[src/rtl/snake_reset_pkg.sv]
// rtl/snake_reset_pkg.sv - state encoding, default parameters and counter sizing for reset_sequencer
package snake_reset_pkg;

    typedef enum logic [1:0] {
        ST_ASSERT  = 2'd0,
        ST_RELEASE = 2'd1,
        ST_DONE    = 2'd2,
        ST_RUN     = 2'd3
    } seq_state_e;

    localparam int DEF_NUM_STAGES      = 3;
    localparam int DEF_DEBOUNCE_CYCLES = 50000;
    localparam int DEF_HOLD_CYCLES     = 16;
    localparam int DEF_TIMEOUT_CYCLES  = 1000000;

    function automatic int cnt_width(input int max_count);
        return (max_count < 1) ? 1 : $clog2(max_count + 1);
    endfunction

endpackage

[src/rtl/reset_debounce.sv]
// rtl/reset_debounce.sv - synchroniser and debouncer for the SW9 slider, 1-cycle req per accepted toggle
module reset_debounce
    import snake_reset_pkg::*;
#(
    parameter int DEBOUNCE_CYCLES = DEF_DEBOUNCE_CYCLES
) (
    input  logic clock,
    input  logic reset,
    input  logic raw_in,
    output logic req
);
    localparam int            CW       = cnt_width(DEBOUNCE_CYCLES);
    localparam logic [CW-1:0] CNT_LAST = CW'(DEBOUNCE_CYCLES - 1);

    logic [1:0]    sync_q, sync_d;
    logic [1:0]    vld_q, vld_d;
    logic          init_q, init_d;
    logic          level_q, level_d;
    logic [CW-1:0] cnt_q, cnt_d;
    logic          req_q, req_d;

    always_ff @(posedge clock or negedge reset) begin
        if (!reset) begin
            sync_q  <= 2'b00;
            vld_q   <= 2'b00;
            init_q  <= 1'b0;
            level_q <= 1'b0;
            cnt_q   <= '0;
            req_q   <= 1'b0;
        end else begin
            sync_q  <= sync_d;
            vld_q   <= vld_d;
            init_q  <= init_d;
            level_q <= level_d;
            cnt_q   <= cnt_d;
            req_q   <= req_d;
        end
    end

    // vld_q marks when sync_q[1] first holds a real sample, so the boot level is adopted silently
    always_comb begin
        sync_d  = {sync_q[0], raw_in};
        vld_d   = {vld_q[0], 1'b1};
        init_d  = init_q;
        level_d = level_q;
        cnt_d   = cnt_q;
        req_d   = 1'b0;
        if (!init_q) begin
            if (vld_q[1]) begin
                level_d = sync_q[1];
                init_d  = 1'b1;
            end
        end else if (sync_q[1] == level_q) begin
            cnt_d = '0;
        end else if (cnt_q == CNT_LAST) begin
            level_d = sync_q[1];
            cnt_d   = '0;
            req_d   = 1'b1;
        end else begin
            cnt_d = cnt_q + CW'(1);
        end
    end

    assign req = req_q;

endmodule

[src/rtl/reset_sequencer.sv]
// rtl/reset_sequencer.sv - ordered, ready-handshaked release of subsystem resets from the SW9 slider
// Optional STAGE_TIMEOUT_EN: a stage whose ready never arrives is skipped after TIMEOUT_CYCLES.
module reset_sequencer
    import snake_reset_pkg::*;
#(
    parameter int NUM_STAGES      = DEF_NUM_STAGES,
    parameter int DEBOUNCE_CYCLES = DEF_DEBOUNCE_CYCLES,
    parameter int HOLD_CYCLES     = DEF_HOLD_CYCLES,
    parameter int TIMEOUT_CYCLES  = DEF_TIMEOUT_CYCLES
) (
    input  logic                  clock,
    input  logic                  reset,
    input  logic                  resetHW,
    input  logic [NUM_STAGES-1:0] stage_ready,
    output logic [NUM_STAGES-1:0] stage_reset,
    output logic                  sys_ready,
    output logic                  busy,
    output logic                  timeout_flag
);
    localparam int            KW        = cnt_width(NUM_STAGES - 1);
    localparam int            HW        = cnt_width(HOLD_CYCLES);
    localparam logic [KW-1:0] K_LAST    = KW'(NUM_STAGES - 1);
    localparam logic [HW-1:0] HOLD_LAST = HW'(HOLD_CYCLES - 1);

    seq_state_e            state_q, state_d;
    logic [KW-1:0]         k_q, k_d;
    logic [HW-1:0]         hold_q, hold_d;
    logic [NUM_STAGES-1:0] stage_reset_q, stage_reset_d;
    logic                  busy_q, busy_d;
    logic                  sys_ready_q, sys_ready_d;
    logic                  req;
    logic                  advance;

    reset_debounce #(
        .DEBOUNCE_CYCLES(DEBOUNCE_CYCLES)
    ) u_debounce (
        .clock (clock),
        .reset (reset),
        .raw_in(resetHW),
        .req   (req)
    );

`ifdef STAGE_TIMEOUT_EN
    localparam int            TW      = cnt_width(TIMEOUT_CYCLES);
    localparam logic [TW-1:0] TO_LAST = TW'(TIMEOUT_CYCLES - 1);

    logic [TW-1:0] to_q, to_d;
    logic          timeout_q, timeout_d;

    always_ff @(posedge clock or negedge reset) begin
        if (!reset) begin
            to_q      <= '0;
            timeout_q <= 1'b0;
        end else begin
            to_q      <= to_d;
            timeout_q <= timeout_d;
        end
    end

    assign timeout_flag = timeout_q;
`else
    logic timeout_unused;
    assign timeout_unused = (TIMEOUT_CYCLES != 0);
    assign timeout_flag   = 1'b0;
`endif

    always_ff @(posedge clock or negedge reset) begin
        if (!reset) begin
            state_q       <= ST_ASSERT;
            k_q           <= '0;
            hold_q        <= '0;
            stage_reset_q <= '1;
            busy_q        <= 1'b1;
            sys_ready_q   <= 1'b0;
        end else begin
            state_q       <= state_d;
            k_q           <= k_d;
            hold_q        <= hold_d;
            stage_reset_q <= stage_reset_d;
            busy_q        <= busy_d;
            sys_ready_q   <= sys_ready_d;
        end
    end

    // A debounced toggle restarts from any state and beats a same-cycle stage_ready
    always_comb begin
        state_d = state_q;
        k_d     = k_q;
        hold_d  = hold_q;
        advance = 1'b0;
`ifdef STAGE_TIMEOUT_EN
        to_d      = to_q;
        timeout_d = timeout_q;
`endif
        if (req) begin
            state_d = ST_ASSERT;
            k_d     = '0;
            hold_d  = '0;
`ifdef STAGE_TIMEOUT_EN
            to_d      = '0;
            timeout_d = 1'b0;
`endif
        end else begin
            case (state_q)
                ST_ASSERT: begin
                    if (hold_q == HOLD_LAST) begin
                        state_d = ST_RELEASE;
                        k_d     = '0;
                    end else begin
                        hold_d = hold_q + HW'(1);
                    end
                end
                ST_RELEASE: begin
                    advance = stage_ready[k_q];
`ifdef STAGE_TIMEOUT_EN
                    if (!advance) begin
                        if (to_q == TO_LAST) begin
                            advance   = 1'b1;
                            timeout_d = 1'b1;
                        end else begin
                            to_d = to_q + TW'(1);
                        end
                    end
                    if (advance) begin
                        to_d = '0;
                    end
`endif
                    if (advance) begin
                        if (k_q == K_LAST) begin
                            state_d = ST_DONE;
                        end else begin
                            k_d = k_q + KW'(1);
                        end
                    end
                end
                ST_DONE: state_d = ST_RUN;
                ST_RUN:  state_d = ST_RUN;
                default: state_d = ST_ASSERT;
            endcase
        end
    end

    // Outputs are decoded from the next state so they are registered yet change with the state
    always_comb begin
        stage_reset_d = '0;
        busy_d        = 1'b1;
        sys_ready_d   = 1'b0;
        case (state_d)
            ST_ASSERT: stage_reset_d = '1;
            ST_RELEASE: begin
                for (int i = 0; i < NUM_STAGES; i++) begin
                    stage_reset_d[i] = (i > int'(k_d));
                end
            end
            ST_DONE: busy_d = 1'b0;
            ST_RUN: begin
                busy_d      = 1'b0;
                sys_ready_d = 1'b1;
            end
            default: stage_reset_d = '1;
        endcase
    end

    assign stage_reset = stage_reset_q;
    assign busy        = busy_q;
    assign sys_ready   = sys_ready_q;

endmodule

[config.mk]
export PLATFORM = sky130hd
export DESIGN_NAME = reset_sequencer
export DESIGN_NICKNAME = d
export VERILOG_FILES = /design/src/rtl/snake_reset_pkg.sv /design/src/rtl/reset_debounce.sv /design/src/rtl/reset_sequencer.sv
export SDC_FILE = /design/constraint.sdc
export NUM_CORES = 1
export LEC_CHECK = 0
export BUFFER_PORTS_ARGS = -buffer_cell sky130_fd_sc_hd__buf_2
export CORE_AREA = 5 5 67 69
export DETAILED_ROUTE_END_ITERATION = 10
export DIE_AREA = 0 0 72 74
export PLACE_DENSITY = 0.73
export SYNTH_ARGS = -nofsm -noshare
export SYNTH_HDL_FRONTEND = slang
export SYNTH_SLANG_ARGS = --single-unit
export TNS_END_PERCENT = 10
[constraint.sdc]
create_clock -name clock -period 1.8 [get_ports clock]
set_input_delay 0.27 -clock clock [delete_from_list [all_inputs] [get_ports clock]]
set_output_delay 0.27 -clock clock [all_outputs]
set_load 0.01 [all_outputs]
* Word level (Yosys, flattened, before mapping)
Cells that the tools add are included.
** Word-level totals
- Register bits after elaboration :: 37
- Input port bits :: 6
** Cells by class
- $add $sub $neg :: 3
- Order comparisons :: 3
- Equality and inequality tests :: 13
- Mux-type cells :: 29
- Reduce and logical (&&, ||, !) cells :: 8
** Operators with widths (count)
- 16-bit two-way mux :: 2
- 16-bit by 1-bit adder with 16-bit output, second input constant :: 1
- 16-bit == test, second input constant :: 1
- 2-bit two-way mux :: 8
- 5-bit two-way mux :: 3
- 1-bit two-way mux :: 12
- 2-bit == test, second input constant :: 5
- 2-bit case mux with 3 select lines :: 1
- 3-bit case mux with 2 select lines :: 1
- 5-bit by 1-bit adder with 5-bit output, second input constant :: 1
- 5-bit by 4-bit == test with 1-bit output, second input constant :: 1
- 2-bit by 1-bit == test with 1-bit output, second input constant :: 2
- 2-bit zero test :: 2
- 2-bit inequality test, second input constant :: 2
- 2-bit case mux with 2 select lines :: 1
- 2-bit nonzero test :: 2
- 2-bit OR reduction :: 2
- 2-bit by 3-bit < comparator with 1-bit output, second input constant :: 1
- 3-bit AND reduction :: 1
- 2-bit by 1-bit adder with 2-bit output, second input constant :: 1
- 1-bit binary-select mux with 2-bit select :: 1
- 1-bit by 2-bit > comparator with 1-bit output, first input constant :: 1
- 2-bit > comparator, first input constant :: 1
- 2-bit by 1-bit inequality test with 1-bit output, second input constant :: 1
- 2 further kinds :: 2

* Logic depth before layout (Yosys ltp)
Gate-level depths: netlist of run 1.
- Depth after elaboration :: 8
- Mapped depth :: 7

* Hierarchy
From an unflattened synthesis of run 1, not the netlist that was laid out.
** Unflattened totals
- Cell total of the unflattened synthesis :: 184
- Area, all modules :: 1924.3 um2
** By module, submodules not included
- reset_debounce :: times used 1, cells an instance 119, area an instance 1186.1 um2
- reset_sequencer :: times used 1, cells an instance 65, area an instance 738.2 um2

* Worst setup path before layout of run 1
Ideal clock, no wire load.
- Path type :: register to register
- Start point :: reg hold_q[0]
- End point :: reg hold_q[3]
- Setup time :: 0.132 ns
- Arrival time :: 1.774 ns
- Required time :: 1.668 ns
- Slack :: -0.106 ns
- Stages on the path, launching flop included :: 8
- Path buffers :: 0
- Period minus slack after synthesis :: 1.906 ns
- Cells stage by stage :: dfrtp_1 ha_1 and3_1 ha_1 nor3_1 nand4_1 xor2_1 nor2_1
** Between the ends
- Word-level cells in the longest chain between the ends :: 4
- Elaborated cells between the ends (all ways) :: 7
** RTL lines
- from (decl) :: line reset_sequencer.sv:27 : logic [HW-1:0] hold_q, hold_d;
- from (signal assigned) :: line reset_sequencer.sv:78 : hold_q <= hold_d;
- 5-bit by 1-bit adder with 5-bit output :: line reset_sequencer.sv:110 : hold_d = hold_q + HW'(1);
- 5-bit two-way mux :: line reset_sequencer.sv:106 : if (hold_q == HOLD_LAST) begin
- 5-bit two-way mux :: line reset_sequencer.sv:104 : case (state_q)
- 5-bit two-way mux :: line reset_sequencer.sv:95 : if (req) begin
Several ways; a longest one is shown, not always the timed one. The select of a mux whose other input is x is not followed.
A chain may end at the register's enable or synchronous reset.

* Final worst setup path of run 1
- Start point :: reg hold_q[0]
- End point :: reg hold_q[0]
Same word-level chain as after synthesis.

==> out/metrics.cfg, run 1 <==
[synth]
yosys.area.top_type_share_pct = 41.9
synth_flop_cell = dfrtp_1
synthesis.area_mm2 = 0.00197
ys_types = 49
ys_seq_elements = 37
synth_warnings = 0
synth_edf_count = 0
async_flop_share_pct = 100
syn-instance-count = 197
avgSynthCellArea_um2 = 10.0
synth_nets = 208
synth_area_leader_cell = dfrtp_1
synth-seq-area-share_pct = 47.2
synthTopCellsByArea = dfrtp_1, a31oi_1, dfstp_2

[cells_and_area]
drive_gt1_share_pct = 22.0
n_antenna_cell = 0
nets = 228
stdcell_area_mm2 = 0.00226
finish.utilization_pct = 58.7
area_growth_pct = 14.8

[cts]
cts.sinks = 37
cts_buffer_depth = 2
cts.clk_slew.worst_paths_ps = 70
htreeDepth = 2
clk-insertion-delay-late_ps = 290
cts_buffers = 5
cts_tree = built
clockRootBuffer = clkbuf_8
post_cts_buffers = 0

[critical_path]
critPathMaxFanout = 4
arrival_ps = 1910
setup.worst_path.start_class = flop
critPathRequiredTime_ps = 1960
cp-end-kind = flop
path_class = reg2reg
r2r_cells = 7

[die]
die_x_um = 72
core-area_mm2 = 0.00386
die_h_um = 74
num_io_pins = 12
fp.dieArea_mm2 = 0.00533
start_util_pct = 51.1
num_rows = 23

[global_route]
grt_pass1_vias = 1420
antenna_found_initial = 0
grt.overflow.total = 0
grt_usage_pct = 16.7
grt_pass1_wl_um = 6850
grt_start_max_net_pins = 29

[sta]
min_period_ps = 1750
fin_ws_ps = 50.8
fin_tns_setup_ps = 0
rsz0062_at_grt = true
tightest_slew_ps = 509
fin_crit_sh_pct = 97.2
finClkSkew_ps = 7.88
relSlewSlack_pct = 66.0
hold_viol_final = 0
fmax_ghz = 0.572
setup-violations-final = 0
finalMaxSlewViolations = 0

[detailed_routing]
drc = 0
dr_total_vias = 1533
vias_per_cell = 5.72
post_drt_wl_per_cell_um = 14.5
final_antenna_net_count = 0
drt-initial-drc-count = 58
dr.pass1.iters = 4
wirelength_um = 3870

[placement]
pre_cts_ws_ps = 55.5
io_buffers = 10
place_area_mm2 = 0.00214
gp_congestion = 0.851
dp_hpwl_um = 2650

[power]
leakagePower_nw = 0.967
p_clk_share_pct = 29.9
seq_power_share_pct = 49.7
power_frac_comb_pct = 20.3
swShare_pct = 28.2
powerDensity_mw_per_mm2 = 876
finalPower_w = 0.00198
power.switching_w = 0.000559
vdd_drop_max_v = 0.000488
internal_power_w = 0.00142

[hold_path]
min_path_type = in2reg
whs_path_depth = 1

[status]
outcome = complete, no violations

[run]
cap_violations = 0

-- worst max-delay path, cell delays in order, from the launching register on --
cell and delay (ps):
dfrtp_1 390, ha_1 210, and3_1 180, ha_1 210, nor3_2 290, buf_4 180, xnor2_1 110, nor2_1 50
-- flip-flops by register name, summed over array words and instances, names as in the netlist --
signal              count
busy                    1
hold_q                  5
k_q                     2
stage_reset             3
state_q                 2
sys_ready               1
u_debounce.cnt_q       16
u_debounce.init_q       1
u_debounce.level_q      1
u_debounce.req          1
u_debounce.sync_q       2
u_debounce.vld_q        2
-- cell type report --
class                           instances  area, um2
Clock buffer                            8       90.1
Fill cell                             364       1590
Inverter                               13       48.8
Multi-Input combinational cell        137        963
Sequential cell                        37        931
Tap cell                               50       62.6
Timing Repair Buffer                   23        166
-- logic make-up after synthesis --
logic type	synth area share [%]
flip-flops	47.2
other	0.381
XOR/XNOR	1.78
buffers and inverters	5.14
AND/OR/NAND/NOR	22.2
multiplexers	2.73
AO/OA/AOI/OAI	17.3
adder cells (fa/ha/maj)	3.17
-- power by group through the flow --
stage / clock network (W) / logic [W] / registers (W)
2_1_floorplan: 0 / 0.000256 / 0.000998
3_3_place_gp: 0 / 0.000383 / 0.000996
4_1_cts: 0.000614 / 0.000395 / 0.000985
3_5_place_dp: 0 / 0.000393 / 0.00100
5_1_grt: 0.000650 / 0.000466 / 0.000998
6_report: 0.000593 / 0.000403 / 0.000985
-- cells in the final DEF, fill, tap and decap left out, drive strengths merged, types with 8 or more instances in the layout --
cell    instances
dfrtp          33
buf            22
a31oi          19
inv            13
nand2          13
nand3          11
o211ai          8
nor2            8
clkbuf          8
-- stage by stage --
step,std cells,hold WS [ps]
floorplan,197,-25.6
detailed placement,259,273
finish,268,80.7
global route,268,74.6
global placement,259,268
CTS,268,71.8
-- worst paths after layout --
| kind | from | endpoint | slack (ps) |
|---|---|---|---|
| worst max-delay path | hold_q[0]$_DFFE_PN0P_ | hold_q[0]$_DFFE_PN0P_ | 50 |
| worst min-delay path | resetHW | u_debounce.sync_q[0]$_DFF_PN0_ | 80 |
| worst max register to register | hold_q[0]$_DFFE_PN0P_ | hold_q[0]$_DFFE_PN0P_ | 50 |
| worst min register to register | u_debounce.sync_q[0]$_DFF_PN0_ | u_debounce.sync_q[1]$_DFF_PN0_ | 350 |
| max in group asynchronous | reset | stage_reset[0]$_DFF_PN1_ | 770 |
| min in group asynchronous | reset | hold_q[2]$_DFFE_PN0P_ | 480 |
-- timing repair --
item | CTS | global route
hold endpoints to repair | 21 | 0
endpoints found under the setup margin | 0 | 9
hold buffers | 1 | 0
resized for setup | 0 | 5
-- metal layers --
metal | GRT usage, % | vias up | wire, um
met5 | 0 | - | 0
met4 | 7.31 | 0 | 72
met3 | 4.05 | 5 | 157
met2 | 25.7 | 29 | 1810
met1 | 22.6 | 728 | 1830
li1 | - | 771 | -
-- synthesized netlist by cell type (5+ instances only) --
cell type  number
a21oi_1         5
a31oi_1        19
and3_1          5
buf_2           5
dfrtp_1        33
ha_1            5
inv_1          13
nand2_1        13
nand3_1        10
nor2_1          8
nor4_1          5
o211ai_1        8
(Power assumes the default switching activity.)
==> run 2: changes to the inputs <==
--- a/config.mk
+++ b/config.mk
@@ -5,11 +5,11 @@
 export SDC_FILE = /design/constraint.sdc
 export NUM_CORES = 1
 export LEC_CHECK = 0
-export BUFFER_PORTS_ARGS = -buffer_cell sky130_fd_sc_hd__buf_2
-export CORE_AREA = 5 5 67 69
+export CORE_AREA = 5 5 66 68
 export DETAILED_ROUTE_END_ITERATION = 10
-export DIE_AREA = 0 0 72 74
-export PLACE_DENSITY = 0.73
+export DIE_AREA = 0 0 71 73
+export DONT_BUFFER_PORTS = 1
+export PLACE_DENSITY = 0.72
 export SYNTH_ARGS = -nofsm -noshare
 export SYNTH_HDL_FRONTEND = slang
 export SYNTH_SLANG_ARGS = --single-unit
==> constraint.sdc (replaced) <==
create_clock -name clock -period 1.8 [get_ports clock]
set_input_delay 0.27 -clock clock [delete_from_list [all_inputs] [get_ports clock]]
set_output_delay 0.27 -clock clock [all_outputs]
set_load 0.005 [all_outputs]
==> run 2 against run 1 <==
  * Wire length grew 6.1%
  * Utilization rose by 0.20 points
  * Sequential share of layout area rose by 0.48 points
  * Via count rose by 1.5%
  * Critical path type unchanged
  * Largest power group unchanged
==> out/metrics.cfg, run 2 (synthesis results as in run 1) <==
[hold_path]
min_path_type = reg2reg
holdCritStartpoint = u_debounce.sync_q[0]$_DFF_PN0_

[cells_and_area]
layout_commonest_cell = dfrtp_1
regMostFlops = u_debounce.cnt_q
nets = 215
largest_reg_flops = 16
layout_common_cells = dfrtp_1, a31oi_1, inv_1, nand2_1, nand3_1
drive_gt1_share_pct = 18.5
fill_cells = 326
area_growth_pct = 13.5
final_cells = 255
n_antenna_cell = 0

[detailed_routing]
drt-initial-drc-count = 90
wl_met2_um = 2150
vias_per_cell = 6.10
met3WireLength_um = 158
top_layer = met4
wirelength_um = 4110
dr_total_vias = 1556
wl_met1_um = 1720
final_antenna_net_count = 0
dr.pass1.iters = 4
post_drt_wl_per_cell_um = 16.1
drc = 0

[status]
outcome = complete, no violations

[critical_path]
critPathRequiredTime_ps = 2010
critPathMaxFanout = 5
reg2reg_from = k_q[1]$_DFF_PN0_
cp-startpoint = k_q[1]$_DFF_PN0_
cp_slowest_cell = dfrtp_1
cp-end-kind = flop
setup.worst_path.start_class = flop
path_class = reg2reg
arrival_ps = 1940
slowest_delay_ps = 440
path_cells = inv_1, ha_1, or3b_2, a22oi_1, o32ai_1, a21oi_1

[placement]
dp.cells = 244
dp_hpwl_um = 2860
io_buffers = 0
gp_congestion = 0.877

[cts]
clk-insertion-delay-late_ps = 280
cts.clk_slew.worst_paths_ps = 70
cts.sinks = 37
htreeDepth = 2
cts_buffer_depth = 2
cts_buffers = 5
clockRootBuffer = clkbuf_8
cts_tree = built

[power]
powerDensity_mw_per_mm2 = 939
finalPower_w = 0.00210
vdd_drop_max_v = 0.000470
leakagePower_nw = 0.907

[global_route]
grt_usage_pct = 17.8
grt_start_max_net_pins = 38
grt.overflow.total = 0
grt_pass1_vias = 1547
antenna_found_initial = 0
grt_pass1_wl_um = 7290

[sta]
finalMaxSlewViolations = 0
fin_crit_sh_pct = 95.6
hold_viol_final = 0
fin_tns_setup_ps = 0
setup-violations-final = 0
hold_slack_ps = 353
fmax_ghz = 0.581
min_period_ps = 1720
finClkSkew_ps = 4.51

[run]
cap_violations = 0

[die]
num_rows = 23
die_h_um = 73
fp.dieArea_mm2 = 0.00518
core-area_mm2 = 0.00380
start_util_pct = 51.9
num_io_pins = 12
die_x_um = 71

run 2: final timing paths:
check / end / slack, ps / cells past startpoint
max: stage_reset[1]$_DFF_PN1_ / 80 / 6
min: u_debounce.sync_q[1]$_DFF_PN0_ / 350 / 0
max reg2reg: stage_reset[1]$_DFF_PN1_ / 80 / 6
min reg2reg: u_debounce.sync_q[1]$_DFF_PN0_ / 350 / 0
max in group asynchronous: busy$_DFF_PN1_ / 1100 / 2
min in group asynchronous: hold_q[3]$_DFFE_PN0P_ / 450 / 2
run 2: area by class of cell:
cell class / count / area (um2) / share of cell area (%)
clock buffers: 7 / 86.3 / 3.86
clock inverters: 1 / 30.0 / 1.34
inverters: 13 / 48.8 / 2.18
multi-input cells: 137 / 985 / 44.0
flip-flops and latches: 37 / 931 / 41.6
well taps: 50 / 62.6 / 2.80
repair buffers: 10 / 92.6 / 4.14
run 2: routing by layer:
layer | global-route usage [%] | vias to the layer above
li1 | - | 749
met1 | 21.5 | 756
met2 | 30.1 | 39
met3 | 4.82 | 12
met4 | 7.31 | 0
met5 | 0 | -
run 2: through the flow:
stage | utilization [%] | area, um2 | setup WS [ps]
2_1_floorplan | - | 1980 | 47.8
3_3_place_gp | 53.7 | 2040 | 77.2
3_5_place_dp | 53.7 | 2040 | -47.6
4_1_cts | 57.9 | 2200 | 0.840
5_1_grt | 58.9 | 2240 | -13.7
6_report | 58.9 | 2240 | 78.6
run 2: power breakdown:
part / switching, W / total (W) / internal, W
Clock: 0.000279 / 0.000731 / 0.000451
Combinational: 0.000194 / 0.000362 / 0.000168
Sequential: 0.0000927 / 0.00101 / 0.000914
run 2: timing repair:
action / 4_1_cts / 5_1_grt
gates resized for setup: 1 / 8
endpoints found under the hold margin: 38 / 0
setup endpoints to repair: 3 / 8
buffers inserted: 0 / 0
hold buffers: 3 / 0
pin swaps: 1 / 5
run 2: critical path: cells and delay by family (launching register included):
kind	cells	cell delay, ps
compound gates	3	480
fa+ha+maj	1	200
flops	1	440
buf+inv	1	90
simple gates	1	440
==> run 3: changes to the inputs <==
--- a/config.mk
+++ b/config.mk
@@ -5,11 +5,12 @@
 export SDC_FILE = /design/constraint.sdc
 export NUM_CORES = 1
 export LEC_CHECK = 0
+export ABC_AREA = 1
 export CORE_AREA = 5 5 66 68
 export DETAILED_ROUTE_END_ITERATION = 10
 export DIE_AREA = 0 0 71 73
 export DONT_BUFFER_PORTS = 1
-export PLACE_DENSITY = 0.72
+export PLACE_DENSITY = 0.71
 export SYNTH_ARGS = -nofsm -noshare
 export SYNTH_HDL_FRONTEND = slang
 export SYNTH_SLANG_ARGS = --single-unit
==> run 3 against run 2 <==
  * Combinational power decreased by 38%
  * Cell area decreased by 3.6%
  * Register-to-register slack improved by 70 ps
  * Via count decreased by 1.3%
  * Largest cell class is now sequential cells
  * Flip-flop and latch count unchanged
  * Sequential power decreased by 10%
  * Total power decreased by 18%
  * Area after synthesis decreased by 0.70%
  * Clock power decreased by 18%
  * Utilization decreased by 2.1 points
  * Highest routed layer unchanged
  * Die area unchanged
  * Cell count increased by 22%
==> out/metrics.cfg, run 3 <==
[detailed_routing]
dr_total_vias = 1536
final_antenna_net_count = 0
wirelength_um = 3520
dr.pass1.iters = 4
vias_per_cell = 4.94
post_drt_wl_per_cell_um = 11.3
drt-initial-drc-count = 38
drc = 0

[power]
vdd_drop_max_v = 0.000559
power.switching_w = 0.000473
power_frac_comb_pct = 12.9
p_clk_share_pct = 34.8
swShare_pct = 27.3
powerDensity_mw_per_mm2 = 803
leakagePower_nw = 1.05
seq_power_share_pct = 52.3
internal_power_w = 0.00126

[cells_and_area]
layout_common_cells = nand2_1, inv_1, dfrtp_1
drive_gt1_share_pct = 13.4
n_antenna_cell = 0
largest_reg_flops = 16
nets = 271
layout_commonest_cell = nand2_1
regMostFlops = u_debounce.cnt_q
area_growth_pct = 10.1

[die]
num_rows = 23
core-area_mm2 = 0.00380
die_h_um = 73
fp.dieArea_mm2 = 0.00518
num_io_pins = 12
die_x_um = 71
start_util_pct = 51.5

[hold_path]
whs_path_depth = 3
holdPathEnd = k_q[1]$_DFF_PN0_
holdCritStartpoint = stage_ready[2]
min_path_type = in2reg

[sta]
hold_viol_final = 0
min_period_ps = 1650
fin_crit_sh_pct = 91.9
rsz0062_at_grt = false
finalMaxSlewViolations = 0
setup-violations-final = 0
fin_ws_ps = 145
fmax_ghz = 0.604
finClkSkew_ps = 8.71
fin_tns_setup_ps = 0

[cts]
cts.clk_slew.worst_paths_ps = 70
post_cts_buffers = 0
cts_tree = built
cts.sinks = 37
cts_buffers = 5
htreeDepth = 2
clockRootBuffer = clkbuf_8
clk-insertion-delay-late_ps = 290
cts_buffer_depth = 2

[global_route]
grt_start_max_net_pins = 38
grt_usage_pct = 15.6
grt_pass1_vias = 1488
grt_pass1_wl_um = 6300
antenna_found_initial = 0
grt.overflow.total = 0

[synth]
ys_types = 30
synthTopCellsByCount = nand2_1, inv_1, dfrtp_1, nor2_1, nand3_1
synth_compound_area_share_pct = 8.82
synth_fa_ha_area_share_pct = 3.20
synth_warnings = 0
async_flop_share_pct = 100
synth_nets = 262
synth_xor_area_share_pct = 0.895
synth_area_leader_cell = dfrtp_1
synth_top_family_by_area = simple AND/OR/NAND/NOR gates
yosys.area.top_type_share_pct = 42.2
synthesis.area_mm2 = 0.00196
syn-instance-count = 251
synth_edf_count = 0
synth-seq-area-share_pct = 47.6
avgSynthCellArea_um2 = 7.80
synth_flop_cell = dfrtp_1
yosys.area_share.simple_pct = 30.6
ys_seq_elements = 37
synth_most_common_cell = nand2_1
synthTopCellsByArea = dfrtp_1, nand2_1, inv_1
synthMuxAreaShare_pct = 0

[run]
cap_violations = 0

[critical_path]
reg2reg_from = hold_q[0]$_DFFE_PN0P_
setup.worst_path.start_class = flop
cp-end-kind = flop
r2r_end = hold_q[3]$_DFFE_PN0P_
r2r_cells = 9
path_class = reg2reg
critPathRequiredTime_ps = 2020
reg2reg_slack_ps = 150
arrival_ps = 1880
critPathMaxFanout = 7

[placement]
pre_cts_ws_ps = 163
gp_congestion = 0.834
dp_hpwl_um = 2560
io_buffers = 0

[status]
outcome = complete, no violations

## run 3: cell count changes after synthesis, moves of 5 or more
cell      previous run  this run
nor4_1               5         0
o21ai_0              4        11
buf_2                5         0
nand3_1             10        21
a31oi_1             19         0
nor2_1               8        23
o211ai_1             8         0
and3_1               5         0
nand2_1             13        67
inv_1               13        36
o21ai_1              0        10
## run 3: worst max path at each step
stage	end	start	depth (start not counted)	slack [ps]
2_1_floorplan	hold_q[3]$_DFFE_PN0P_	hold_q[0]$_DFFE_PN0P_	9	310
3_3_place_gp	hold_q[3]$_DFFE_PN0P_	hold_q[0]$_DFFE_PN0P_	9	230
3_5_place_dp	stage_reset[1]$_DFF_PN1_	hold_q[0]$_DFFE_PN0P_	9	160
4_1_cts	stage_reset[1]$_DFF_PN1_	hold_q[0]$_DFFE_PN0P_	9	140
5_1_grt	hold_q[3]$_DFFE_PN0P_	hold_q[0]$_DFFE_PN0P_	9	6
6_report	hold_q[3]$_DFFE_PN0P_	hold_q[0]$_DFFE_PN0P_	9	150
## run 3: final cells by class
cell class / count / area, um2
multi-input cells: 171 / 861
clock buffers: 6 / 82.6
inverters: 41 / 156
clock inverters: 2 / 13.8
flip-flops and latches: 37 / 931
well taps: 50 / 62.6
repair buffers: 4 / 47.5
fillers: 340 / 1640
## run 3: kinds of logic (layout without fill, tap and decap cells)
family,Yosys count,after routing
XOR/XNOR,2,2
buffers and inverters,43,53
AND/OR/NAND/NOR,130,130
other,2,2
adder cells (fa/ha/maj),5,5
flip-flops,37,37
AO/OA/AOI/OAI,32,32
## run 3: power by group through the flow
| stage | combinational [W] | clock (W) | sequential (W) |
|---|---|---|---|
| detailed placement | 0.000199 | 0 | 0.000920 |
| global route | 0.000263 | 0.000659 | 0.000910 |
| global placement | 0.000199 | 0 | 0.000919 |
| floorplan | 0.000168 | 0 | 0.000913 |
| finish | 0.000224 | 0.000602 | 0.000905 |
| CTS | 0.000224 | 0.000630 | 0.000904 |
## run 3: timing repair
action | 4_1_cts | 5_1_grt
gates resized for setup | 0 | 2
hold endpoints to repair | 38 | 0
hold buffers | 3 | 0
endpoints found under the setup margin | 0 | 2
## run 3: layer usage
layer | vias to the layer above | track usage [%] | wire length, um
li1 | 806 | - | -
met1 | 707 | 16.5 | 1550
met2 | 15 | 28.8 | 1810
met3 | 8 | 4.27 | 93
met4 | 0 | 6.68 | 68
met5 | - | 0 | 0
## run 3: critical path: stages (launching register included)
cell     delay, ps
dfrtp_1        400
ha_1           200
inv_1           80
nor2_1          50
ha_1           210
nor2_2         170
inv_1          140
nor2_1         130
o21ai_0         90
a21oi_1        120
## run 3: stage by stage
step / power (W) / hold slack [ps] / std cells / util (%) / cell area (um2)
floorplan: 0.00108 / -25.6 / 251 / - / 1960
global placement: 0.00112 / -24.4 / 300 / 53.1 / 2020
detailed placement: 0.00112 / -24.5 / 300 / 53.1 / 2020
CTS: 0.00176 / 312 / 311 / 56.7 / 2150
global route: 0.00183 / 331 / 311 / 56.7 / 2150
finish: 0.00173 / 327 / 311 / 56.7 / 2150
